### config.mk
export PLATFORM = sky130hd
export DESIGN_NAME = result_accumulator
export DESIGN_NICKNAME = d
export VERILOG_FILES = /design/src/rtl/result_accumulator_pkg.sv /design/src/rtl/result_accumulator.sv
export SDC_FILE = /design/constraint.sdc
export NUM_CORES = 1
export LEC_CHECK = 0
export CELL_PAD_IN_SITES_DETAIL_PLACEMENT = 1
export CELL_PAD_IN_SITES_GLOBAL_PLACEMENT = 1
export CORE_AREA = 2 2 91 115
export CTS_CLUSTER_SIZE = 20
export DETAILED_ROUTE_END_ITERATION = 8
export DIE_AREA = 0 0 93 117
export PLACE_DENSITY = 0.82
export SYNTH_ARGS = -nofsm -noshare
export SYNTH_HDL_FRONTEND = slang
export SYNTH_SLANG_ARGS = --single-unit
export TNS_END_PERCENT = 100
### constraint.sdc
create_clock -name clk -period 3.3 [get_ports clk]
set_clock_uncertainty 0.1 [all_clocks]
set_input_delay 0.33 -clock clk [delete_from_list [all_inputs] [get_ports clk]]
set_output_delay 0.33 -clock clk [all_outputs]
set_load 0.02 [all_outputs]
### src/rtl/result_accumulator_pkg.sv
// result_accumulator_pkg: shared state encoding, default widths and the sum extension helper
package result_accumulator_pkg;
    typedef enum logic [1:0] {IDLE, ACCUM, HOLD} state_t;
    localparam int DEF_WIDTH = 16;
    localparam int DEF_COUNT_W = 4;
    localparam int DEF_ACC_W = 20;
    // extends the low w bits of v to 64 bits, sign-extending when s is set
    function automatic logic [63:0] ext(input logic [63:0] v, input int w, input logic s);
        logic [63:0] m;
        m = ~64'd0 << w;
        return (s && v[w-1]) ? (v | m) : (v & ~m);
    endfunction
endpackage

### src/rtl/result_accumulator.sv
// result_accumulator: sums a programmable-length block of adder results and offers it via valid/ready
// ports: clk, rst (sync, active-low) | sum_in, sum_valid, in_ready, signed_mode, len (sample side)
//        acc_out, out_valid, out_ready (result side) | busy, drop (status)
module result_accumulator
    import result_accumulator_pkg::*;
#(
    parameter int WIDTH   = DEF_WIDTH,
    parameter int COUNT_W = DEF_COUNT_W,
    parameter int ACC_W   = DEF_ACC_W
) (
    input  logic               clk,
    input  logic               rst,
    input  logic [WIDTH-1:0]   sum_in,
    input  logic               sum_valid,
    output logic               in_ready,
    input  logic               signed_mode,
    input  logic [COUNT_W-1:0] len,
    output logic [ACC_W-1:0]   acc_out,
    output logic               out_valid,
    input  logic               out_ready,
    output logic               busy,
    output logic               drop
);
    state_t             state;
    logic [COUNT_W-1:0] len_q;
    logic [COUNT_W:0]   cnt;
    logic [ACC_W-1:0]   acc;
    logic [ACC_W-1:0]   x;
    logic [ACC_W-1:0]   acc_n;
    logic [COUNT_W:0]   cnt_n;
    logic [COUNT_W:0]   eff_in;
    logic [COUNT_W:0]   eff_q;
    assign in_ready = state != HOLD;
    assign x        = ACC_W'(ext(64'(sum_in), WIDTH, signed_mode));
    assign acc_n    = acc + x;
    assign cnt_n    = cnt + 1'b1;
    // a zero length field stands for the full 2^COUNT_W block
    assign eff_in   = (len == '0) ? {1'b1, {COUNT_W{1'b0}}} : {1'b0, len};
    assign eff_q    = (len_q == '0) ? {1'b1, {COUNT_W{1'b0}}} : {1'b0, len_q};
    always_ff @(posedge clk) begin
        if (!rst) begin
            state     <= IDLE;
            len_q     <= '0;
            cnt       <= '0;
            acc       <= '0;
            acc_out   <= '0;
            out_valid <= 1'b0;
            busy      <= 1'b0;
            drop      <= 1'b0;
        end else begin
            if (sum_valid && !in_ready) drop <= 1'b1;
            case (state)
                IDLE: if (sum_valid) begin
                    len_q <= len;
                    acc   <= x;
                    cnt   <= {{COUNT_W{1'b0}}, 1'b1};
                    busy  <= 1'b1;
                    if (eff_in == {{COUNT_W{1'b0}}, 1'b1}) begin
                        acc_out   <= x;
                        out_valid <= 1'b1;
                        state     <= HOLD;
                    end else begin
                        state <= ACCUM;
                    end
                end
                ACCUM: if (sum_valid) begin
                    acc <= acc_n;
                    cnt <= cnt_n;
                    if (cnt_n == eff_q) begin
                        acc_out   <= acc_n;
                        out_valid <= 1'b1;
                        state     <= HOLD;
                    end
                end
                HOLD: if (out_ready) begin
                    acc       <= '0;
                    cnt       <= '0;
                    out_valid <= 1'b0;
                    busy      <= 1'b0;
                    state     <= IDLE;
                end
                default: state <= IDLE;
            endcase
        end
    end
endmodule

# Word-level counts from Yosys, hierarchy flattened
# Cells that the tools add are included.
dict set report totals {
  reg_bits 54
  wordCells 65
}
dict set report op_classes {
  add_sub_neg 2
  n_eq_ne 10
  mux 30
  n_reduce_logical 15
}
# cell n
set op_table {}
lappend op_table {{$mux 20} 8}
lappend op_table {{$pmux 20 s3} 1}
lappend op_table {{$pmux 20 s2} 1}
lappend op_table {{$mux 5} 5}
lappend op_table {{$add 20x20->20} 1}
lappend op_table {{$pmux 5 s3} 1}
lappend op_table {{$ne 2x2->1 const B} 6}
lappend op_table {{$mux 2} 5}
lappend op_table {{$logic_not 4->1} 2}
lappend op_table {{$reduce_and 4->1} 2}
lappend op_table {{$mux 1} 6}
lappend op_table {{$pmux 2 s3} 1}
lappend op_table {{$reduce_and 6->1} 1}
lappend op_table {{$add 5x1->5 const B} 1}
lappend op_table {{$eq 5x1->1 const B} 1}
lappend op_table {{$eq 5x5->1} 1}
lappend op_table {{$reduce_and 5->1} 1}
lappend op_table {{$reduce_bool 2->1} 2}
lappend op_table {{$pmux 1 s3} 1}
lappend op_table {{$reduce_and 3->1} 1}
lappend op_table {{$reduce_bool 3->1} 1}
lappend op_table {{$eq 2x1->1 const B} 1}
lappend op_table {{$eq 2x2->1 const B} 1}
lappend op_table {{$logic_and 1x1->1} 2}
lappend op_table {{other kinds (4)} 4}

# Depth between registers and ports, before layout
dict set report depth {
  word_depth 6
  depth_mapped 11
}

# Worst setup path before layout
# No wires, ideal clock.
dict set report synth_path {
  path_type {in2reg}
  from {input port sum_in[0]}
  to {register acc[14]}
  setup_time_ns 0.123
  arrival_time_ns 2.158
  t_required_ns 3.077
  setup_slack_ns 0.919
  stages 11
  n_path_buf 0
  path_cell_list {ha_1 inv_1 fa_1 nor2b_1 o211ai_1 a21oi_1 a22o_2 a21boi_4 xnor2_1 a221oi_1 nor2_1}
}
dict set report synth_via {
  elab_chain_len 4
}
# item line
set synth_lines {}
lappend synth_lines {{start, declared} result_accumulator.sv:13} ;# input logic [WIDTH-1:0] sum_in,
lappend synth_lines {{$mux 20} result_accumulator_pkg.sv:11} ;# return (s && v[w-1]) ? (v | m) : (v & ~m);
lappend synth_lines {{$add 20x20->20} result_accumulator.sv:35} ;# assign acc_n = acc + x;
lappend synth_lines {{$mux 20} result_accumulator.sv:66} ;# ACCUM: if (sum_valid) begin
lappend synth_lines {{$pmux 20 s3} result_accumulator.sv:52} ;# case (state)
lappend synth_lines {{end signal, assigned} result_accumulator.sv:67} ;# acc <= acc_n;
lappend synth_lines {{end, declared} result_accumulator.sv:27} ;# logic [ACC_W-1:0] acc;
# Every way passes these cells. The select of a mux whose other input is x is not followed.
# A chain may end at the register's enable or synchronous reset.

# Worst setup path after layout
# Ends and elaborated chain as after synthesis.

==> results.sh <==
export IMPL_floorplan_rows=41
export IMPL_dieArea_sq_mm=0.0109
export IMPL_fin_util_pct=45.4
export IMPL_fmax_mhz=348
export IMPL_htreeDepth=2
export IMPL_antennaDiodeCount=0
export IMPL_core_sq_mm=0.00985
export IMPL_io_buffers=48
export IMPL_timing_rr_start="acc[0]$_SDFFE_PN0P_"
export IMPL_ys_flop_type="dfxtp_1"
export IMPL_cp_end_kind="register"
export IMPL_clk_path_buf_depth=2
export IMPL_crit_path_start_kind="input port"
export IMPL_vias=3619
export IMPL_min_period_ns=2.87
export IMPL_layout_common_cells="55 x nor2_1, 54 x dfxtp_1, 52 x a21oi_1, 48 x clkdlybuf4s50_1"
export IMPL_fin_area_sq_mm=0.00447
export IMPL_yosysWarningCount=0
export IMPL_dp_cells=627
export IMPL_crit_start="sum_in[0]"
export IMPL_grtUsageTotal_pct=21.1
export IMPL_wirelength_mm=11.1
export IMPL_detail_route_wl_per_cell_um=17.4
export IMPL_fin_crit_sh_pct=87.0
export IMPL_clkSinkCount=54
export IMPL_maxSlewHeadroom_pct=61.9
export IMPL_hold_violations=0
export IMPL_clk_pin_slew_ns=0.07
export IMPL_finalWeightedCongestion=0.927
export IMPL_p_leak_uw=0.00176
export IMPL_place_ws_ns=0.135
export IMPL_ir_worst_vdd_mv=0.360
export IMPL_cts_resized_gates=0
export IMPL_die_y_um=117
export IMPL_fin_nets=555
export IMPL_tritoncts="yes"
export IMPL_first_iter_violations=102
export IMPL_fill_cells=1227
export IMPL_root_buffer="clkbuf_16"
export IMPL_syn_area_sq_mm=0.00367
export IMPL_first_global_vias=3732
export IMPL_gr_total_overflow=0
export IMPL_synth_edff_count=0
export IMPL_viasPerCell=5.70
export IMPL_drc=0
export IMPL_cts_made_buffers=5
export IMPL_cp_required_ns=3.38
export IMPL_grt_max_degree=30
export IMPL_outcome="finished, final reports clean"
export IMPL_dpl_cell_area_sq_mm=0.00432
export IMPL_drv_cap=0
export IMPL_drt_pass1_iterations=4
export IMPL_crit_arrival_ns=2.95
export IMPL_syn_avg_cell_area_sq_um=7.93
export IMPL_insertion_delay_ns=0.30
export IMPL_instances_no_fill=635
export IMPL_tns_ns=0
export IMPL_synthCells=463
export IMPL_multi_input_area_sq_mm=0.00242
export IMPL_rsz0062_at_grt="no"
export IMPL_yosysSeqAreaShare_pct=29.4
export IMPL_dpl_hpwl_mm=8.30
export IMPL_seq_area_sq_mm=0.00108
export IMPL_die_w_um=93
export IMPL_final_common_cell="nor2_1"
export IMPL_area_delta_synth_final_pct=21.7
export IMPL_drive_above_1_share_pct=7.51
export IMPL_cp_endpoint="acc[14]$_SDFFE_PN0P_"
export IMPL_r2r_end="acc[14]$_SDFFE_PN0P_"
export IMPL_layout_setup_ws_ns=0.428
export IMPL_tightest_slew_ns=0.568
export IMPL_r2r_slack_ns=0.61
export IMPL_hp_class="reg2reg"
export IMPL_drv_slew=0
export IMPL_synthArstFlopShare_pct=0
export IMPL_postCtsSetupRepairBufs=0
export IMPL_postRouteAntennaNets=0
export IMPL_grt_pass1_wl_mm=18.4
export IMPL_pin_count=49
export IMPL_critical_path_class="in2reg"
export IMPL_finalSetupViolations=0
export IMPL_power_density_mw_per_mm2=956
export IMPL_synth_fp_nets=513
export IMPL_synth_cell_types=61
export IMPL_ctsHoldBuffers=0
export IMPL_reg2reg_depth=11
export IMPL_synth_seq_cells=54
export IMPL_antenna_found_initial=0
export IMPL_start_util_pct=37.3
export IMPL_worstPathMaxFanout=4
==> metrics by stage <==
stage	hold slack, ns	power, uW
6_report	0.370	4270
5_1_grt	0.386	4600
4_1_cts	0.377	4280
3_5_place_dp	0.356	3720
3_3_place_gp	0.351	3600
2_1_floorplan	0.349	2860
==> state kept, by name, indices dropped and copies added, names as in the netlist <==
register,count
acc,20
acc_out,20
busy,1
cnt,5
drop,1
len_q,4
out_valid,1
state,2
==> metal layers <==
| layer | share of wire (%) | track usage, % | vias up |
|---|---|---|---|
| met3 | 3.5 | 2.88 | 13 |
| met2 | 51 | 38.8 | 74 |
| met5 | 0 | 0 | - |
| met4 | 1.4 | 6.47 | 0 |
| met1 | 45 | 25.5 | 1766 |
| li1 | - | - | 1766 |
==> cell families after synthesis <==
group                    count (synthesis)  share of synthesized area, %
buffers and inverters                   44                          4.94
multiplexers                            20                          5.45
XOR/XNOR                                24                          6.10
flip-flops                              54                          29.4
AND/OR/NAND/NOR                        139                          18.0
AO/OA/AOI/OAI                          157                          27.4
adder cells (fa/ha/maj)                 25                          8.72
==> cell usage after synthesis (all sizes together), types with 2 or more instances <==
master / count / area [sq um]
a211oi: 9 / 67.6
a21boi: 3 / 33.8
a21o: 8 / 60.1
a21oi: 53 / 269
a221oi: 8 / 70.1
a22oi: 2 / 15.0
a311oi: 4 / 41.3
a31oi: 6 / 37.5
and3: 3 / 23.8
buf: 9 / 50.1
clkbuf: 21 / 78.8
dfxtp: 54 / 1080
ha: 24 / 300
inv: 13 / 48.8
mux2i: 20 / 200
nand2: 34 / 128
nand3: 15 / 80.1
nand3b: 2 / 15.0
nand4: 6 / 37.5
nor2: 56 / 213
nor2b: 5 / 31.3
nor3: 8 / 40.0
nor4: 2 / 12.5
nor4b: 2 / 30.0
o211ai: 2 / 20.0
o21a: 7 / 52.6
o21ai: 36 / 180
o21bai: 3 / 22.5
o22ai: 2 / 12.5
o31a: 3 / 26.3
o31ai: 2 / 15.0
o32ai: 2 / 17.5
xnor2: 17 / 149
xor2: 6 / 52.6
==> worst min path at each step <==
stage                                    from                   to  slack (ns)  cells after the start
after global placement      drop$_SDFFE_PN0P_    drop$_SDFFE_PN0P_        0.35                      2
final                       drop$_SDFFE_PN0P_    drop$_SDFFE_PN0P_        0.37                      2
after CTS                   drop$_SDFFE_PN0P_    drop$_SDFFE_PN0P_        0.38                      2
after detailed placement    drop$_SDFFE_PN0P_    drop$_SDFFE_PN0P_        0.36                      2
after floorplan           cnt[1]$_SDFFE_PN0P_  cnt[1]$_SDFFE_PN0P_        0.35                      2
after global routing        drop$_SDFFE_PN0P_    drop$_SDFFE_PN0P_        0.39                      2
==> report_power, final <==
group	total [uW]	switching [uW]	internal, uW
Clock	550	248	302
Sequential	1030	143	882
Combinational	2700	1600	1100
==> cell type report <==
cell class,count,share of cell area (%)
clock inverters,1,0.112
clock buffers,7,3.19
well taps,129,3.61
multi-input cells,365,54.1
repair buffers,65,13.6
inverters,14,1.18
flip-flops and latches,54,24.2
==> worst max-delay path: stages <==
cell and delay (ns):
clkdlybuf4s50_1 0.50, ha_1 0.18, inv_1 0.06, fa_1 0.41, nor2b_1 0.20, o211ai_1 0.13
a21oi_1 0.23, a22o_2 0.27, a21boi_4 0.09, xnor2_1 0.16, a221oi_1 0.28, nor2_1 0.09
(Power assumes the default switching activity.)
